==> src/rtl/rv_pkg.sv <==
// Shared RV32I constants for the execute stage and its ALU.
//   - Major opcodes (instr[6:0])
//   - Branch funct3 codes and the shift-right funct3
//   - ALU operation codes: {instr[30],funct3} for register/immediate ops,
//     plus otherwise-unused codes for the branch comparisons
//   - Execute-stage control state
package rv_pkg;

  localparam logic [6:0] OP_LUI    = 7'b0110111;
  localparam logic [6:0] OP_AUIPC  = 7'b0010111;
  localparam logic [6:0] OP_JAL    = 7'b1101111;
  localparam logic [6:0] OP_JALR   = 7'b1100111;
  localparam logic [6:0] OP_BRANCH = 7'b1100011;
  localparam logic [6:0] OP_LOAD   = 7'b0000011;
  localparam logic [6:0] OP_STORE  = 7'b0100011;
  localparam logic [6:0] OP_ALUI   = 7'b0010011;
  localparam logic [6:0] OP_ALUR   = 7'b0110011;

  localparam logic [2:0] F3_BEQ  = 3'b000;
  localparam logic [2:0] F3_BNE  = 3'b001;
  localparam logic [2:0] F3_BLT  = 3'b100;
  localparam logic [2:0] F3_BGE  = 3'b101;
  localparam logic [2:0] F3_BLTU = 3'b110;
  localparam logic [2:0] F3_BGEU = 3'b111;
  localparam logic [2:0] F3_SR   = 3'b101;

  localparam logic [3:0] ALU_ADD  = 4'b0000;
  localparam logic [3:0] ALU_SLL  = 4'b0001;
  localparam logic [3:0] ALU_SLT  = 4'b0010;
  localparam logic [3:0] ALU_SLTU = 4'b0011;
  localparam logic [3:0] ALU_XOR  = 4'b0100;
  localparam logic [3:0] ALU_SRL  = 4'b0101;
  localparam logic [3:0] ALU_OR   = 4'b0110;
  localparam logic [3:0] ALU_AND  = 4'b0111;
  localparam logic [3:0] ALU_SUB  = 4'b1000;
  localparam logic [3:0] ALU_EQ   = 4'b1001;
  localparam logic [3:0] ALU_NEQ  = 4'b1010;
  localparam logic [3:0] ALU_GE   = 4'b1011;
  localparam logic [3:0] ALU_GEU  = 4'b1100;
  localparam logic [3:0] ALU_SRA  = 4'b1101;
  localparam logic [3:0] ALU_NONE = 4'b1111;  // always yields 0

  typedef enum logic {
    ST_RUN,
    ST_KILL
  } ex_state_e;

endpackage

==> src/rtl/alu.sv <==
// Combinational 32-bit ALU.
//   op_i     : ALU operation code (rv_pkg ALU_*)
//   a_i, b_i : operands
//   result_o : result; comparisons return 0/1 in bit 0
module alu
  import rv_pkg::*;
(
  input  logic [3:0]  op_i,
  input  logic [31:0] a_i,
  input  logic [31:0] b_i,
  output logic [31:0] result_o
);

  // NOTE: every output of an always_comb gets a default first so no path
  // through the case can leave it unassigned and infer a latch.
  always_comb begin
    result_o = '0;
    case (op_i)
      ALU_ADD:  result_o = a_i + b_i;
      ALU_SUB:  result_o = a_i - b_i;
      ALU_SLL:  result_o = a_i << b_i[4:0];
      ALU_SLT:  result_o = {31'b0, $signed(a_i) < $signed(b_i)};
      ALU_SLTU: result_o = {31'b0, a_i < b_i};
      ALU_XOR:  result_o = a_i ^ b_i;
      ALU_SRL:  result_o = a_i >> b_i[4:0];
      ALU_SRA:  result_o = $signed(a_i) >>> b_i[4:0];
      ALU_OR:   result_o = a_i | b_i;
      ALU_AND:  result_o = a_i & b_i;
      ALU_EQ:   result_o = {31'b0, a_i == b_i};
      ALU_NEQ:  result_o = {31'b0, a_i != b_i};
      ALU_GE:   result_o = {31'b0, $signed(a_i) >= $signed(b_i)};
      ALU_GEU:  result_o = {31'b0, a_i >= b_i};
      default:  result_o = '0;
    endcase
  end

endmodule

==> src/rtl/ex_stage.sv <==
// RV32I execute stage with valid/ready handshake on both sides.
//   id_*       : decoded bundle in (valid/ready, pc, opcode, funct3, alu_op,
//                rs1/rs2 values, immediate, rd)
//   ex_*       : registered result bundle out (valid/ready, result, store
//                data, rd, opcode, funct3, illegal flag)
//   redirect_* : one-cycle taken branch/jump pulse with target PC
//   flush_i    : kills the stage contents, highest priority
// After a taken redirect the next accepted bundle is the wrong-path
// instruction and is swallowed (KILL state).
module ex_stage
  import rv_pkg::*;
(
  input  logic        clk_i,
  input  logic        rst_i,
  input  logic        id_valid_i,
  output logic        id_ready_o,
  input  logic [31:0] id_pc_i,
  input  logic [6:0]  id_opcode_i,
  input  logic [2:0]  id_funct3_i,
  input  logic [3:0]  id_alu_op_i,
  input  logic [31:0] id_rs1_data_i,
  input  logic [31:0] id_rs2_data_i,
  input  logic [31:0] id_imm_i,
  input  logic [4:0]  id_rd_i,
  output logic        ex_valid_o,
  input  logic        ex_ready_i,
  output logic [31:0] ex_result_o,
  output logic [31:0] ex_store_data_o,
  output logic [4:0]  ex_rd_o,
  output logic [6:0]  ex_opcode_o,
  output logic [2:0]  ex_funct3_o,
  output logic        ex_illegal_o,
  output logic        redirect_valid_o,
  output logic [31:0] redirect_pc_o,
  input  logic        flush_i
);

  logic [31:0] alu_a, alu_b, alu_res;
  logic [3:0]  alu_op;
  logic        is_legal, is_jump, is_branch, taken;
  logic [4:0]  rd_sel;
  logic [31:0] jalr_sum, target;

  ex_state_e   state_q, state_d;
  logic        transfer, accept;
  logic        ex_valid_q, ex_valid_d, redirect_q, redirect_d;
  logic [31:0] result_q, store_data_q, redirect_pc_q;
  logic [4:0]  rd_q;
  logic [6:0]  opcode_q;
  logic [2:0]  funct3_q;
  logic        illegal_q;

  // Operand and operation select per opcode.
  always_comb begin
    alu_a     = '0;
    alu_b     = '0;
    alu_op    = ALU_ADD;
    is_legal  = 1'b1;
    is_jump   = 1'b0;
    is_branch = 1'b0;
    rd_sel    = id_rd_i;
    case (id_opcode_i)
      OP_LUI:   alu_b = id_imm_i;
      OP_AUIPC: begin alu_a = id_pc_i;       alu_b = id_imm_i; end
      OP_JAL,
      OP_JALR:  begin alu_a = id_pc_i;       alu_b = 32'd4; is_jump = 1'b1; end
      OP_LOAD:  begin alu_a = id_rd1_fix(); alu_b = id_imm_i; end
      OP_STORE: begin alu_a = id_rs1_data_i; alu_b = id_imm_i; rd_sel = '0; end
      OP_ALUI: begin
        alu_a  = id_rs1_data_i;
        alu_b  = id_imm_i;
        // instr[30] is part of the immediate except for SRAI/SRLI.
        alu_op = {id_alu_op_i[3] & (id_funct3_i == F3_SR), id_alu_op_i[2:0]};
      end
      OP_ALUR: begin
        alu_a  = id_rs1_data_i;
        alu_b  = id_rs2_data_i;
        alu_op = id_alu_op_i;
      end
      OP_BRANCH: begin
        alu_a     = id_rs1_data_i;
        alu_b     = id_rs2_data_i;
        is_branch = 1'b1;
        rd_sel    = '0;
        case (id_funct3_i)
          F3_BEQ:  alu_op = ALU_EQ;
          F3_BNE:  alu_op = ALU_NEQ;
          F3_BLT:  alu_op = ALU_SLT;
          F3_BGE:  alu_op = ALU_GE;
          F3_BLTU: alu_op = ALU_SLTU;
          F3_BGEU: alu_op = ALU_GEU;
          default: alu_op = ALU_NONE;  // reserved funct3: never taken
        endcase
      end
      default: begin
        is_legal = 1'b0;
        rd_sel   = '0;
      end
    endcase
  end

  function automatic logic [31:0] id_rd1_fix();
    return id_rs1_data_i;
  endfunction

  alu u_alu (
    .op_i     (alu_op),
    .a_i      (alu_a),
    .b_i      (alu_b),
    .result_o (alu_res)
  );

  assign taken    = is_jump | (is_branch & alu_res[0]);
  assign jalr_sum = id_rs1_data_i + id_imm_i;
  assign target   = (id_opcode_i == OP_JALR) ? {jalr_sum[31:1], 1'b0}
                                             : id_pc_i + id_imm_i;

  assign id_ready_o = ~ex_valid_q | ex_ready_i;
  assign transfer   = id_valid_i & id_ready_o;

  // State register.
  // NOTE: sequential state uses non-blocking assignments so every flop
  // samples pre-edge values regardless of block ordering.
  always_ff @(posedge clk_i or posedge rst_i) begin
    if (rst_i) state_q <= ST_RUN;
    else       state_q <= state_d;
  end

  // Next state.
  always_comb begin
    state_d = state_q;
    if (flush_i) begin
      state_d = ST_RUN;
    end else begin
      case (state_q)
        ST_RUN:  if (transfer && taken) state_d = ST_KILL;
        ST_KILL: if (transfer)          state_d = ST_RUN;
        default: state_d = ST_RUN;
      endcase
    end
  end

  // Outputs of the control: a bundle is kept only in RUN without flush.
  // A swallowed transfer implies the old bundle drains (id_ready_o was 1),
  // so the ex_ready_i branch also covers it.
  always_comb begin
    accept     = transfer & ~flush_i & (state_q == ST_RUN);
    redirect_d = accept & taken;
    if (flush_i)         ex_valid_d = 1'b0;
    else if (accept)     ex_valid_d = 1'b1;
    else if (ex_ready_i) ex_valid_d = 1'b0;
    else                 ex_valid_d = ex_valid_q;
  end

  always_ff @(posedge clk_i or posedge rst_i) begin
    if (rst_i) begin
      ex_valid_q    <= 1'b0;
      redirect_q    <= 1'b0;
      result_q      <= '0;
      store_data_q  <= '0;
      redirect_pc_q <= '0;
      rd_q          <= '0;
      opcode_q      <= '0;
      funct3_q      <= '0;
      illegal_q     <= 1'b0;
    end else begin
      ex_valid_q <= ex_valid_d;
      redirect_q <= redirect_d;
      if (accept) begin
        result_q      <= is_legal ? alu_res : 32'd0;
        store_data_q  <= id_rs2_data_i;
        redirect_pc_q <= target;
        rd_q          <= rd_sel;
        opcode_q      <= id_opcode_i;
        funct3_q      <= id_funct3_i;
        illegal_q     <= ~is_legal;
      end
    end
  end

  assign ex_valid_o       = ex_valid_q;
  assign redirect_valid_o = redirect_q;
  assign redirect_pc_o    = redirect_pc_q;
  assign ex_result_o      = result_q;
  assign ex_store_data_o  = store_data_q;
  assign ex_rd_o          = rd_q;
  assign ex_opcode_o      = opcode_q;
  assign ex_funct3_o      = funct3_q;
  assign ex_illegal_o     = illegal_q;

endmodule

==> config.mk <==
export PLATFORM = sky130hd
export DESIGN_NAME = ex_stage
export DESIGN_NICKNAME = d
export VERILOG_FILES = /design/src/rtl/rv_pkg.sv /design/src/rtl/alu.sv /design/src/rtl/ex_stage.sv
export SDC_FILE = /design/constraint.sdc
export NUM_CORES = 1
export LEC_CHECK = 0
export BUFFER_PORTS_ARGS = -buffer_cell sky130_fd_sc_hd__buf_2
export CORE_MARGIN = 4
export CORE_UTILIZATION = 38
export DETAILED_ROUTE_END_ITERATION = 8
export SLEW_MARGIN = 20
export SYNTH_ARGS = -nofsm -noshare
export SYNTH_HDL_FRONTEND = slang
export SYNTH_HIERARCHICAL = 1
export SYNTH_SLANG_ARGS = --single-unit
export TNS_END_PERCENT = 10
==> constraint.sdc <==
create_clock -name clk_i -period 9.73 [get_ports clk_i]
set_clock_uncertainty 0.2 [all_clocks]
set_input_delay 1.946 -clock clk_i [delete_from_list [all_inputs] [get_ports clk_i]]
set_output_delay 1.946 -clock clk_i [all_outputs]
set_load 0.02 [all_outputs]
# After elaboration in Yosys (flattened, before gate mapping)
# Cells that the tools add are included.
[word_totals]
register_bits = 115
word_cells = 94
out_inout_bits = 115
in_bits = 152
[classes]
eq_ne = 29
reduce_logical = 11
magnitude_cmp = 4
mux = 18
addsub = 4
bitwise_logic = 15
shifts = 3
[ops]
columns = ["op", "count"]
rows = [
  ["one-hot mux 32 bit (14 select lines)", 1],
  ["adder 32 bit", 3],
  ["one-hot mux 32 bit (3 select lines)", 1],
  ["greater-or-equal comparator 32 bit", 2],
  ["< comparator 32 bit", 2],
  ["2-to-1 mux 32 bit", 2],
  ["one-hot mux 32 bit (2 select lines)", 1],
  ["bitwise AND 32 bit", 1],
  ["equality test 32 bit", 1],
  ["inequality test 32 bit", 1],
  ["OR 32 bit", 1],
  ["<< shifter 32 x 5 -> 32 bit", 1],
  [">> shifter 32 x 5 -> 32 bit", 1],
  [">>> shifter 32 x 5 -> 32 bit", 1],
  ["subtractor 32 bit", 1],
  ["bitwise XOR 32 bit", 1],
  ["equality test 4 bit (second input constant)", 6],
  ["one-hot mux 4 bit (6 select lines)", 1],
  ["equality test 7 x 6 -> 1 bit (second input constant)", 3],
  ["equality test 7 bit (second input constant)", 3],
  ["equality test 4 x 3 -> 1 bit (second input constant)", 4],
  ["equality test 7 x 5 -> 1 bit (second input constant)", 2],
  ["equality test 3 bit (second input constant)", 4],
  ["one-hot mux 4 bit (3 select lines)", 1],
  ["other kinds (19)", 39],
]

# Longest topological paths before layout
# Gate-level depths: netlist (run 1).
[depth]
ltp_word = 11
ltp_mapped = 25
ltp_nobuf = 20

# Cells and area by module
# The synthesis (run 1) kept the hierarchy.
[modules_own_cells]
columns = ["module", "instances", "cells_each", "area_per_inst_um2", "seq_area_each_um2"]
rows = [
  ["alu", 1, 1343, 8573.2, 0.0],
  ["ex_stage", 1, 975, 8350.5, 2877.8],
]

# Worst setup path before layout (run 1)
# No wires, ideal clock.
[synth_path]
kind = "input to register"
from = "input port id_opcode_i[1]"
to = "register state_q"
cell_stages = 25
arrival_time_ns = 7.059
t_required_ns = 9.447
n_path_buf = 7
path_slack_ns = 2.388
setup_ns = 0.083
path_cell_list = "nand2_1 or2_2 clkbuf_1 nor3_1 a21o_1 clkbuf_1 a22o_1 buf_2 inv_1 buf_2 buf_2 buf_2 buf_2 fa_1 nor2b_1 o21ai_1 a311oi_2 o31ai_1 o211ai_1 a21boi_1 o31ai_1 a2111o_1 o211ai_1 a21oi_1 o21ai_0"
[synth_between]
elab_chain_len = 11
elab_cells_between_ends = 54
classes_between = "add/sub: 2; order compare: 4; eq/ne: 24; shift: 3; mux: 9; bitwise: 5; reduce/logical: 7"
[synth_lines]
columns = ["element", "line", "text"]
rows = [
  ["from (decl)", "ex_stage.sv:18", "input logic [6:0] id_opcode_i,"],
  ["equality test 7 x 5 -> 1 bit, or another cell as far along", "ex_stage.sv:62", "case (id_opcode_i)"],
  ["OR reduction 5 bit (no source line), or another cell as far along", "-", ""],
  ["one-hot mux 32 bit (3 select lines) (*)", "ex_stage.sv:62", ""],
  ["net alu_b[1]", "ex_stage.sv:38", "logic [31:0] alu_a, alu_b, alu_res;"],
  ["greater-or-equal comparator 32 bit, or another cell as far along", "alu.sv:32", "ALU_GEU: result_o = {31'b0, a_i >= b_i};"],
  ["one-hot mux 32 bit (14 select lines) (*)", "alu.sv:18", "case (op_i)"],
  ["net alu_res[0]", "ex_stage.sv:38", ""],
  ["bitwise AND 1 bit (*)", "ex_stage.sv:113", "assign taken = is_jump | (is_branch & alu_res[0]);"],
  ["OR 1 bit (*)", "ex_stage.sv:113", ""],
  ["logical AND 1 bit (*)", "ex_stage.sv:136", "ST_RUN: if (transfer && taken) state_d = ST_KILL;"],
  ["2-to-1 mux 1 bit (*)", "ex_stage.sv:136", ""],
  ["one-hot mux 1 bit (2 select lines) (*)", "ex_stage.sv:135", "case (state_q)"],
  ["2-to-1 mux 1 bit (*)", "ex_stage.sv:132", "if (flush_i) begin"],
  ["net state_d", "ex_stage.sv:44", "ex_state_e state_q, state_d;"],
  ["to (signal assigned)", "ex_stage.sv:126", "else state_q <= state_d;"],
  ["to (decl)", "ex_stage.sv:44", ""],
]
# The timed path passes the listed nets; every way through them passes the cells marked *.
# A chain may end at the register's enable or synchronous reset.

# Worst setup path after layout (run 1)
# Same ends and word-level chain as after synthesis.

==> results of run 1 <==
[per-layer routing]
| layer | up-vias | global-route usage | wire, um |
|---|---|---|---|
| met2 | 1120 | 0.488 | 34400 |
| met5 | - | 0 | 0 |
| li1 | 8859 | - | - |
| met4 | 0 | 0.112 | 2610 |
| met3 | 127 | 0.0629 | 7670 |
| met1 | 9370 | 0.452 | 33900 |
[final cells by class]
class	instances	share of cell area
multi-input combinational	1941	0.678
clock inverter	15	0.00903
clock buffer	17	0.0221
tap	592	0.0385
sequential	115	0.149
inverter	112	0.0221
timing repair buffer	296	0.0808
[cell families after synthesis]
| logic type | count (synthesis) | share of synthesized area |
|---|---|---|
| fa+ha+maj | 163 | 0.122 |
| flops | 115 | 0.170 |
| buf+inv | 262 | 0.0614 |
| mux | 93 | 0.0696 |
| xor+xnor | 72 | 0.0373 |
| simple gates | 784 | 0.203 |
| compound gates | 829 | 0.336 |
[registers in the layout, indices dropped and copies added, names as in the netlist]
| name | count |
|---|---|
| ex_funct3_o | 3 |
| ex_opcode_o | 7 |
| ex_result_o | 32 |
| state_q | 1 |
| redirect_valid_o | 1 |
| ex_rd_o | 5 |
| ex_store_data_o | 32 |
| ex_valid_o | 1 |
| redirect_pc_o | 32 |
| ex_illegal_o | 1 |
[critical path: cells and delay by family]
kind            cells  cell delay, ns
fa+ha+maj           1            0.43
simple gates        4            1.37
buf+inv             3            0.57
compound gates     12            3.54
[cell usage in the layout (no fill, tap or decap), types with 15 or more instances in the layout]
cell type	netlist	layout
o21bai_1	17	17
buf_4	3	30
clkbuf_16	0	17
inv_1	110	109
buf_2	24	266
ha_1	159	159
mux2_2	17	17
xnor2_1	51	51
xor2_1	21	21
dfrtp_1	115	115
a211o_1	15	15
mux2i_1	58	58
o21ai_0	165	165
nor2b_1	25	25
nor2_1	222	219
a22oi_1	16	16
mux4_2	18	18
a21o_1	51	51
a21oi_1	194	194
nand3_1	40	40
nor3_1	51	45
a22o_1	103	100
o211ai_1	38	38
a211oi_1	27	27
nand2b_1	22	22
nand2_1	335	335
and3_1	18	17
a221oi_1	20	20
a31oi_1	29	29
[worst paths after layout]
check,start,endpoint,slack (ns),depth (start not counted)
worst max-delay path,id_opcode_i[1],state_q,2.04,20
worst max register to register,ex_valid_o,redirect_pc_o[22],6.92,8
worst min-delay path,redirect_pc_o[0],redirect_pc_o[0],0.27,2
min in group asynchronous,rst_i,redirect_pc_o[30],1.30,2
worst min register to register,redirect_pc_o[0],redirect_pc_o[0],0.27,2
max in group asynchronous,rst_i,ex_result_o[7],6.75,3
[stage by stage]
| stage | hold WS (ns) | utilization | cell area [sq um] | power [mW] |
|---|---|---|---|---|
| after floorplan | 0.293 | - | 16900 | 1.08 |
| after global placement | 0.253 | 0.423 | 18700 | 1.35 |
| after detailed placement | 0.260 | 0.423 | 18700 | 1.35 |
| after CTS | 0.274 | 0.437 | 19300 | 2.04 |
| after global routing | 0.288 | 0.437 | 19300 | 2.14 |
| final | 0.266 | 0.437 | 19300 | 2.03 |
[power by group]
| part | switching [mW] | internal [mW] | total, mW |
|---|---|---|---|
| clock network | 0.288 | 0.383 | 0.671 |
| logic | 0.509 | 0.278 | 0.787 |
| registers | 0.0347 | 0.539 | 0.573 |
==> flow_metrics.py, run 1 <==
metrics = {
    "clock_network": {
        "postCtsHoldBufs": 0,
        "clkLatencyLatePin_ns": 0.49,
        "cts_tree": "done",
        "cts_max_level": 4,
        "clkTransAtPathRegs_ns": 0.06,
        "cts_num_sinks": 115,
        "cts_root_buf": "clkbuf_16",
        "cts_buffers": 17,
        "cts_resized": 0,
        "clockBufferDepth": 2,
        "cts_setup_buffers": 0,
    },
    "critical_path": {
        "required_ns": 9.94,
        "end_kind": "flop",
        "cp_max_fo": 36,
        "path_cells": "buf_2 > nand2_1 > or2_2 > nor3_1 > a21o_1 > a22o_1 > buf_4 > inv_1 > ha_1 > nor3_2 > o21ai_1 > a311oi_2 > o31ai_1 > o211ai_1 > a21boi_1 > o31ai_1 > a211oi_1 > o211ai_1 > a21oi_1 > o21ai_0",
        "cp_slowest_stage_delay_ns": 0.67,
        "start_kind": "input pin",
        "arrival_ns": 7.89,
        "worst-setup-path-type": "in -> reg",
        "critPathSlowestCell": "o31ai_1",
    },
    "detailed_routing": {
        "drtAntennaViolNets": 0,
        "routedWlPerCell_um": 25.5,
        "vias_per_cell": 6.31,
        "firstDrtPassIters": 5,
        "drc": 0,
        "first_iter_violations": 2321,
        "vias": 19500,
        "finalWirelength_um": 78600,
    },
    "finish": {
        "area_delta_synth_final_pct": 13.8,
        "multi_input_area_sq_um": 13100,
        "seq_area_sq_um": 2880,
        "nets": 2798,
        "n_antenna_cell": 0,
        "layout.cells.non_filler": 3088,
        "layout-drive-gt1-share": 0.165,
        "fillCellCount": 4635,
    },
    "synth": {
        "synth_commonest_cells": "nand2_1, nor2_1, a21oi_1",
        "netlist_area_sq_um": 16900,
        "synth_flop_cell": "dfrtp_1",
        "synth_cell_type_count": 94,
        "ys_seq_elements": 115,
        "synth_top_area_frac": 0.170,
        "synth.area.top_cells": "dfrtp_1, ha_1, nand2_1",
        "syn_area_per_cell_sq_um": 7.30,
        "syn_inst": 2318,
        "synth.largest_area_cell": "dfrtp_1",
        "synth.most_common_cell": "nand2_1",
        "synth_seq_area_share": 0.170,
        "ys_async_sr_fraction": 1.00,
        "synth_nets": 2633,
        "yosys_warnings": 6,
        "synth_edf_count": 0,
    },
    "sta": {
        "grt_setup_unrepaired": "false",
        "finalCriticalPeriod_ns": 7.69,
        "worst_slack_ns": 2.04,
        "final-hold-violation-count": 0,
        "slew_headroom": 0.253,
        "drv_slew": 0,
        "fin_tns_setup_ns": 0,
        "setup_violations": 0,
        "tightest_slew_ns": 1.11,
        "post-route-period-util": 0.790,
        "max_freq_mhz": 130,
    },
    "flow_run": {
        "drv_cap": 0,
    },
    "die": {
        "num_rows": 77,
        "die_y_um": 219,
        "io_pins": 267,
        "core_sq_um": 44100,
        "dieArea_sq_um": 48000,
        "start_util": 0.384,
        "die_x_um": 219,
    },
    "pwr": {
        "vdd_drop_max_uv": 133,
        "power_density_nw_per_um2": 105,
        "leakagePower_nw": 8.58,
    },
    "grt": {
        "grt_first_pass_wirelength_um": 117000,
        "antenna_found_initial": 0,
        "grt_max_degree": 77,
        "grt_overflow": 0,
        "grt_pass1_vias": 18500,
        "grt_usage": 0.321,
    },
    "place": {
        "routabilityCongestion": 1.02,
        "place_hpwl_um": 62200,
        "pre_cts_slack_ns": 1.67,
        "port_buffers": 266,
        "placedCellCount": 3056,
    },
    "outcome": {
        "status": "completed",
    },
    "min_path": {
        "holdCritPathClass": "reg -> reg",
    },
}
Power figures use the tool's default switching activity.
==> run 2: changes to the inputs <==
==> constraint.sdc (replaced) <==
create_clock -name clk_i -period 6.2 [get_ports clk_i]
set_clock_uncertainty 0.2 [all_clocks]
set_input_delay 1.24 -clock clk_i [delete_from_list [all_inputs] [get_ports clk_i]]
set_output_delay 1.24 -clock clk_i [all_outputs]
set_load 0.02 [all_outputs]
==> run 2 against run 1 <==
The run now ends with design-rule violations left. Global-route usage up 0.78 points. Setup slack worse by 1.6 ns. Design area up 5.0%.
==> flow_metrics.py, run 2 (synthesized netlist as in run 1, its figures left out) <==
metrics = {
    "finish": {
        "nets": 2920,
        "fillCellCount": 4588,
        "layout-drive-gt1-share": 0.203,
        "seq_area_sq_um": 2880,
        "n_antenna_cell": 0,
        "multi_input_area_sq_um": 13100,
        "area_delta_synth_final_pct": 19.5,
        "final_common_cell": "nand2_1",
        "final_cell_mix": "nand2_1, buf_2, nor2_1",
    },
    "sta": {
        "final-hold-violation-count": 0,
        "grt_setup_unrepaired": "false",
        "timing.hold.ws_ns": 0.272,
        "max_freq_mhz": 175,
        "finalCriticalPeriod_ns": 5.71,
        "drv_slew": 0,
        "tightest_slew_ns": 0.988,
        "post-route-period-util": 0.922,
        "setup_violations": 0,
        "slew_headroom": 0.341,
        "fin_tns_setup_ns": 0,
    },
    "critical_path": {
        "cp_max_fo": 28,
        "end_kind": "flop",
        "required_ns": 6.33,
        "critPathSlowestCell": "nor4_1",
        "path_cells": "buf_2 > nor2b_1 > nand2_1 > nor3_2 > a21o_1 > buf_12 > a22o_1 > inv_1 > ha_1 > nor4_1 > buf_4 > nand2_1 > nor4_1 > nand3_1 > nor4_1 > mux2i_1 > o22ai_1 > a211oi_1 > o211ai_1 > a21oi_1 > o21ai_0",
        "worst-setup-path-type": "in -> reg",
        "arrival_ns": 5.85,
        "r2r-start": "ex_valid_o",
        "cp_slowest_stage_delay_ns": 0.47,
        "start_kind": "input pin",
        "startpoint": "id_opcode_i[5]",
        "cp_common_cell": "nor4_1",
    },
    "grt": {
        "grt_pass1_vias": 19100,
        "grt_max_degree": 83,
        "grt_usage": 0.328,
        "grt_first_pass_wirelength_um": 119000,
        "antenna_found_initial": 0,
        "grt_overflow": 0,
    },
    "clock_network": {
        "clockBufferDepth": 2,
        "cts_tree": "done",
        "cts_max_level": 4,
        "cts_root_buf": "clkbuf_16",
        "clkLatencyLatePin_ns": 0.49,
        "cts_buffers": 17,
        "clkTransAtPathRegs_ns": 0.06,
        "cts_setup_buffers": 0,
        "postCtsHoldBufs": 0,
        "cts_num_sinks": 115,
        "cts_resized": 0,
    },
    "detailed_routing": {
        "drc": 1,
        "drtAntennaViolNets": 0,
        "routedWlPerCell_um": 25.3,
        "vias_per_cell": 6.28,
        "vias": 20200,
        "first_iter_violations": 2185,
        "finalWirelength_um": 81300,
        "firstDrtPassIters": 9,
    },
    "pwr": {
        "switching_share": 0.405,
        "leakagePower_nw": 9.19,
        "p_sw_mw": 1.29,
        "p_clk_frac": 0.307,
        "vdd_drop_max_uv": 169,
        "power_density_nw_per_um2": 158,
        "comb_power_share": 0.411,
        "intPower_mw": 1.90,
        "p_seq_frac": 0.282,
    },
    "die": {
        "core_sq_um": 44100,
        "dieArea_sq_um": 48000,
        "start_util": 0.384,
        "die_y_um": 219,
        "io_pins": 267,
        "die_x_um": 219,
        "num_rows": 77,
    },
    "flow_run": {
        "drv_cap": 0,
    },
    "place": {
        "routabilityCongestion": 1.05,
        "port_buffers": 266,
        "place_hpwl_um": 65700,
    },
    "min_path": {
        "min_from": "ex_store_data_o[28]",
        "holdCritPathClass": "reg -> reg",
    },
    "outcome": {
        "status": "complete, but fails checks",
        "violations": "design-rule violations",
    },
}
run 2: changes by cell type in the layout (fill, tap and decap cells not counted), sizes merged:
cell      before  now
inv          116  112
buf          296  418
clkinv         8    5
bufinv         2    1
clkinvlp       1    5
clkbuf        17   21
run 2: critical path, delay by kind of cell:
family	cells	cell delay, ns
muxes	1	0.26
AOI/OAI and AO/OA	7	1.46
adders and majority gates	1	0.37
buffers and inverters	4	0.65
and+or+nand+nor	8	1.84
run 2: final cells by class:
type / instances / share of cell area
Clock buffer: 21 / 0.0228
Clock inverter: 11 / 0.00514
Inverter: 112 / 0.0209
Multi-Input combinational cell: 1941 / 0.647
Sequential cell: 115 / 0.142
Tap cell: 592 / 0.0366
Timing Repair Buffer: 418 / 0.125
run 2: metal layers:
metal  share of wire  global-route usage  vias to the layer above
li1                -                   -                     9110
met1            0.43               0.460                     9642
met2            0.43               0.494                     1229
met3            0.10              0.0634                      191
met4           0.043               0.137                        0
met5               0                   0                        -
run 2: path summary, 6_finish.rpt:
| path | end | slack, ns | cells after the start |
|---|---|---|---|
| worst min register to register | ex_store_data_o[28] | 0.27 | 2 |
| worst min-delay path | ex_store_data_o[28] | 0.27 | 2 |
| max in group asynchronous | ex_funct3_o[2] | 4.23 | 3 |
| worst max-delay path | state_q | 0.49 | 21 |
| min in group asynchronous | ex_store_data_o[29] | 0.54 | 2 |
| worst max register to register | ex_result_o[16] | 3.26 | 7 |
run 2: power groups by stage:
stage | Clock (mW) | Sequential [mW] | Combinational (mW)
3_5_place_dp | 0 | 0.908 | 1.28
2_1_floorplan | 0 | 1.02 | 0.675
3_3_place_gp | 0 | 0.905 | 1.28
5_1_grt | 1.04 | 0.910 | 1.41
4_1_cts | 1.02 | 0.897 | 1.29
6_report | 0.981 | 0.898 | 1.31
run 2: per-stage QoR:
step	setup WS, ns	std cells	util	area [sq um]	power [mW]
5_1_grt	0.141	3210	0.458	20200	3.36
3_5_place_dp	0.134	3178	0.445	19700	2.19
2_1_floorplan	0.000535	2318	-	17000	1.70
4_1_cts	0.640	3210	0.458	20200	3.20
3_3_place_gp	0.183	3178	0.445	19700	2.18
6_report	0.486	3210	0.458	20200	3.19
==> run 3: changes to the inputs <==
--- a/config.mk
+++ b/config.mk
@@ -9,6 +9,7 @@
 export CORE_MARGIN = 4
 export CORE_UTILIZATION = 38
 export DETAILED_ROUTE_END_ITERATION = 8
+export REMOVE_ABC_BUFFERS = 1
 export SLEW_MARGIN = 20
 export SYNTH_ARGS = -nofsm -noshare
 export SYNTH_HDL_FRONTEND = slang
==> run 3 against run 2 <==
The run now ends clean. Design area rose by 0.58%. Worst hold slack better by 0.00058 ns. Clock power grew 7%. Critical path depth shrank 1.
==> flow_metrics.py, run 3 (synthesized netlist as in run 1, its figures left out) <==
metrics = {
    "finish": {
        "seq_area_sq_um": 2880,
        "layout-drive-gt1-share": 0.207,
        "final_cell_mix": "nand2_1, buf_2, nor2_1",
        "multi_input_area_sq_um": 13100,
        "n_antenna_cell": 0,
        "fin_area_sq_um": 20300,
        "nets": 2935,
        "fillCellCount": 4584,
        "area_delta_synth_final_pct": 20.2,
        "final_common_cell": "nand2_1",
    },
    "pwr": {
        "leakagePower_nw": 9.26,
        "power_density_nw_per_um2": 160,
        "finalPower_mw": 3.26,
        "vdd_drop_max_uv": 157,
    },
    "die": {
        "core_sq_um": 44100,
        "io_pins": 267,
        "num_rows": 77,
        "start_util": 0.384,
        "dieArea_sq_um": 48000,
        "die_x_um": 219,
        "die_y_um": 219,
    },
    "grt": {
        "grt_pass1_vias": 19200,
        "grt_first_pass_wirelength_um": 121000,
        "grt_usage": 0.330,
        "grt_max_degree": 69,
        "antenna_found_initial": 3,
        "grt_overflow": 0,
    },
    "clock_network": {
        "cts_setup_buffers": 0,
        "clkLatencyLatePin_ns": 0.48,
        "cts_max_level": 4,
        "cts_num_sinks": 115,
        "clkTransAtPathRegs_ns": 0.07,
        "cts_root_buf": "clkbuf_16",
        "cts_tree": "done",
        "cts_buffers": 17,
        "cts_resized": 0,
        "clockBufferDepth": 2,
        "postCtsHoldBufs": 0,
    },
    "detailed_routing": {
        "drc": 0,
        "drtAntennaViolNets": 0,
        "routedWlPerCell_um": 25.0,
        "vias": 19900,
        "vias_per_cell": 6.17,
        "firstDrtPassIters": 6,
        "first_iter_violations": 2229,
        "finalWirelength_um": 80600,
    },
    "sta": {
        "post-route-period-util": 0.938,
        "finalCriticalPeriod_ns": 5.81,
        "final-hold-violation-count": 0,
        "setup_violations": 0,
        "slew_headroom": 0.353,
        "tightest_slew_ns": 0.961,
        "worst_slack_ns": 0.387,
        "grt_setup_unrepaired": "false",
        "max_freq_mhz": 172,
        "drv_slew": 0,
    },
    "critical_path": {
        "rr_endpoint": "redirect_pc_o[13]",
        "cp_num_buf_inv": 2,
        "ff2ff_path_depth": 7,
        "cp_slowest_stage_delay_ns": 0.51,
        "start_kind": "input pin",
        "required_ns": 6.41,
        "path_cells": "buf_2 > nand2_1 > or2_2 > nor3_1 > a21o_1 > a22o_4 > ha_1 > inv_1 > fa_1 > nor2b_1 > o21ai_1 > a311oi_2 > o31ai_1 > o211ai_1 > a21boi_1 > o31ai_1 > a2111o_1 > o211ai_1 > a21oi_1 > o21ai_0",
        "cp_max_fo": 8,
        "r2r_slack_ns": 3.65,
        "worst-setup-path-type": "in -> reg",
        "r2r-start": "ex_valid_o",
        "end_kind": "flop",
        "path_delay_family": "compound AO/OA/AOI/OAI gates",
        "arrival_ns": 6.02,
        "critPathSlowestCell": "o31ai_1",
    },
    "place": {
        "place_hpwl_um": 64800,
        "place_area_sq_um": 19700,
        "routabilityCongestion": 1.06,
        "pre_cts_slack_ns": 0.00189,
        "port_buffers": 266,
    },
    "min_path": {
        "holdCritPathClass": "reg -> reg",
        "holdPathStages": 2,
        "min_from": "ex_opcode_o[6]",
        "hold_end": "ex_opcode_o[6]",
    },
    "flow_run": {
        "drv_cap": 0,
    },
    "outcome": {
        "status": "completed",
    },
}
==> run 3: cell count changes in the layout (fill, tap and decap cells not counted), moves of 2 or more <==
cell / change
clkinv_2: -2
clkinv_4: +3
buf_4: +15
nor3_1: +2
==> run 3: metrics by stage <==
| stage | util | hold slack [ns] | std cells | TNS, ns |
|---|---|---|---|---|
| floorplan | - | 0.293 | 2168 | -76.03 |
| global placement | 0.447 | 0.249 | 3193 | 0 |
| detailed placement | 0.447 | 0.256 | 3193 | 0 |
| CTS | 0.461 | 0.272 | 3225 | 0 |
| global route | 0.461 | 0.293 | 3225 | 0 |
| finish | 0.461 | 0.272 | 3225 | 0 |
==> run 3: tightest hold or removal path: cells and delay by family (launching register included) <==
| family | cells | cell delay [ns] |
|---|---|---|
| and+or+nand+nor | 2 | 0.11 |
| DFF | 1 | 0.34 |
==> run 3: worst max path at each step <==
stage,start,slack (ns),cells past startpoint,end
3_5_place_dp,id_opcode_i[1],0.002,20,state_q
3_3_place_gp,id_opcode_i[1],0.19,20,state_q
6_report,id_opcode_i[1],0.39,20,state_q
4_1_cts,id_opcode_i[1],0.51,20,state_q
5_1_grt,id_opcode_i[1],0.003,20,state_q
2_1_floorplan,id_opcode_i[1],-2.74,17,state_q
==> run 3: final cells by class <==
| type | instances | share of cell area |
|---|---|---|
| timing repair buffer | 433 | 0.130 |
| clock inverter | 13 | 0.00744 |
| tap | 592 | 0.0364 |
| sequential | 115 | 0.142 |
| clock buffer | 19 | 0.0218 |
| inverter | 112 | 0.0208 |
| multi-input combinational | 1941 | 0.642 |
==> run 3: per-layer routing <==
layer | wire (um) | track usage | part of all wire
met2 | 34200 | 0.487 | 0.42
met5 | 22 | 0 | 0.00027
met4 | 3100 | 0.133 | 0.038
met3 | 7220 | 0.0663 | 0.090
met1 | 36000 | 0.471 | 0.45
==> run 3: where the power goes <==
| group | internal [mW] | switching (mW) |
|---|---|---|
| Sequential | 0.845 | 0.0509 |
| Clock | 0.605 | 0.447 |
| Combinational | 0.488 | 0.823 |
| Total | 1.94 | 1.32 |
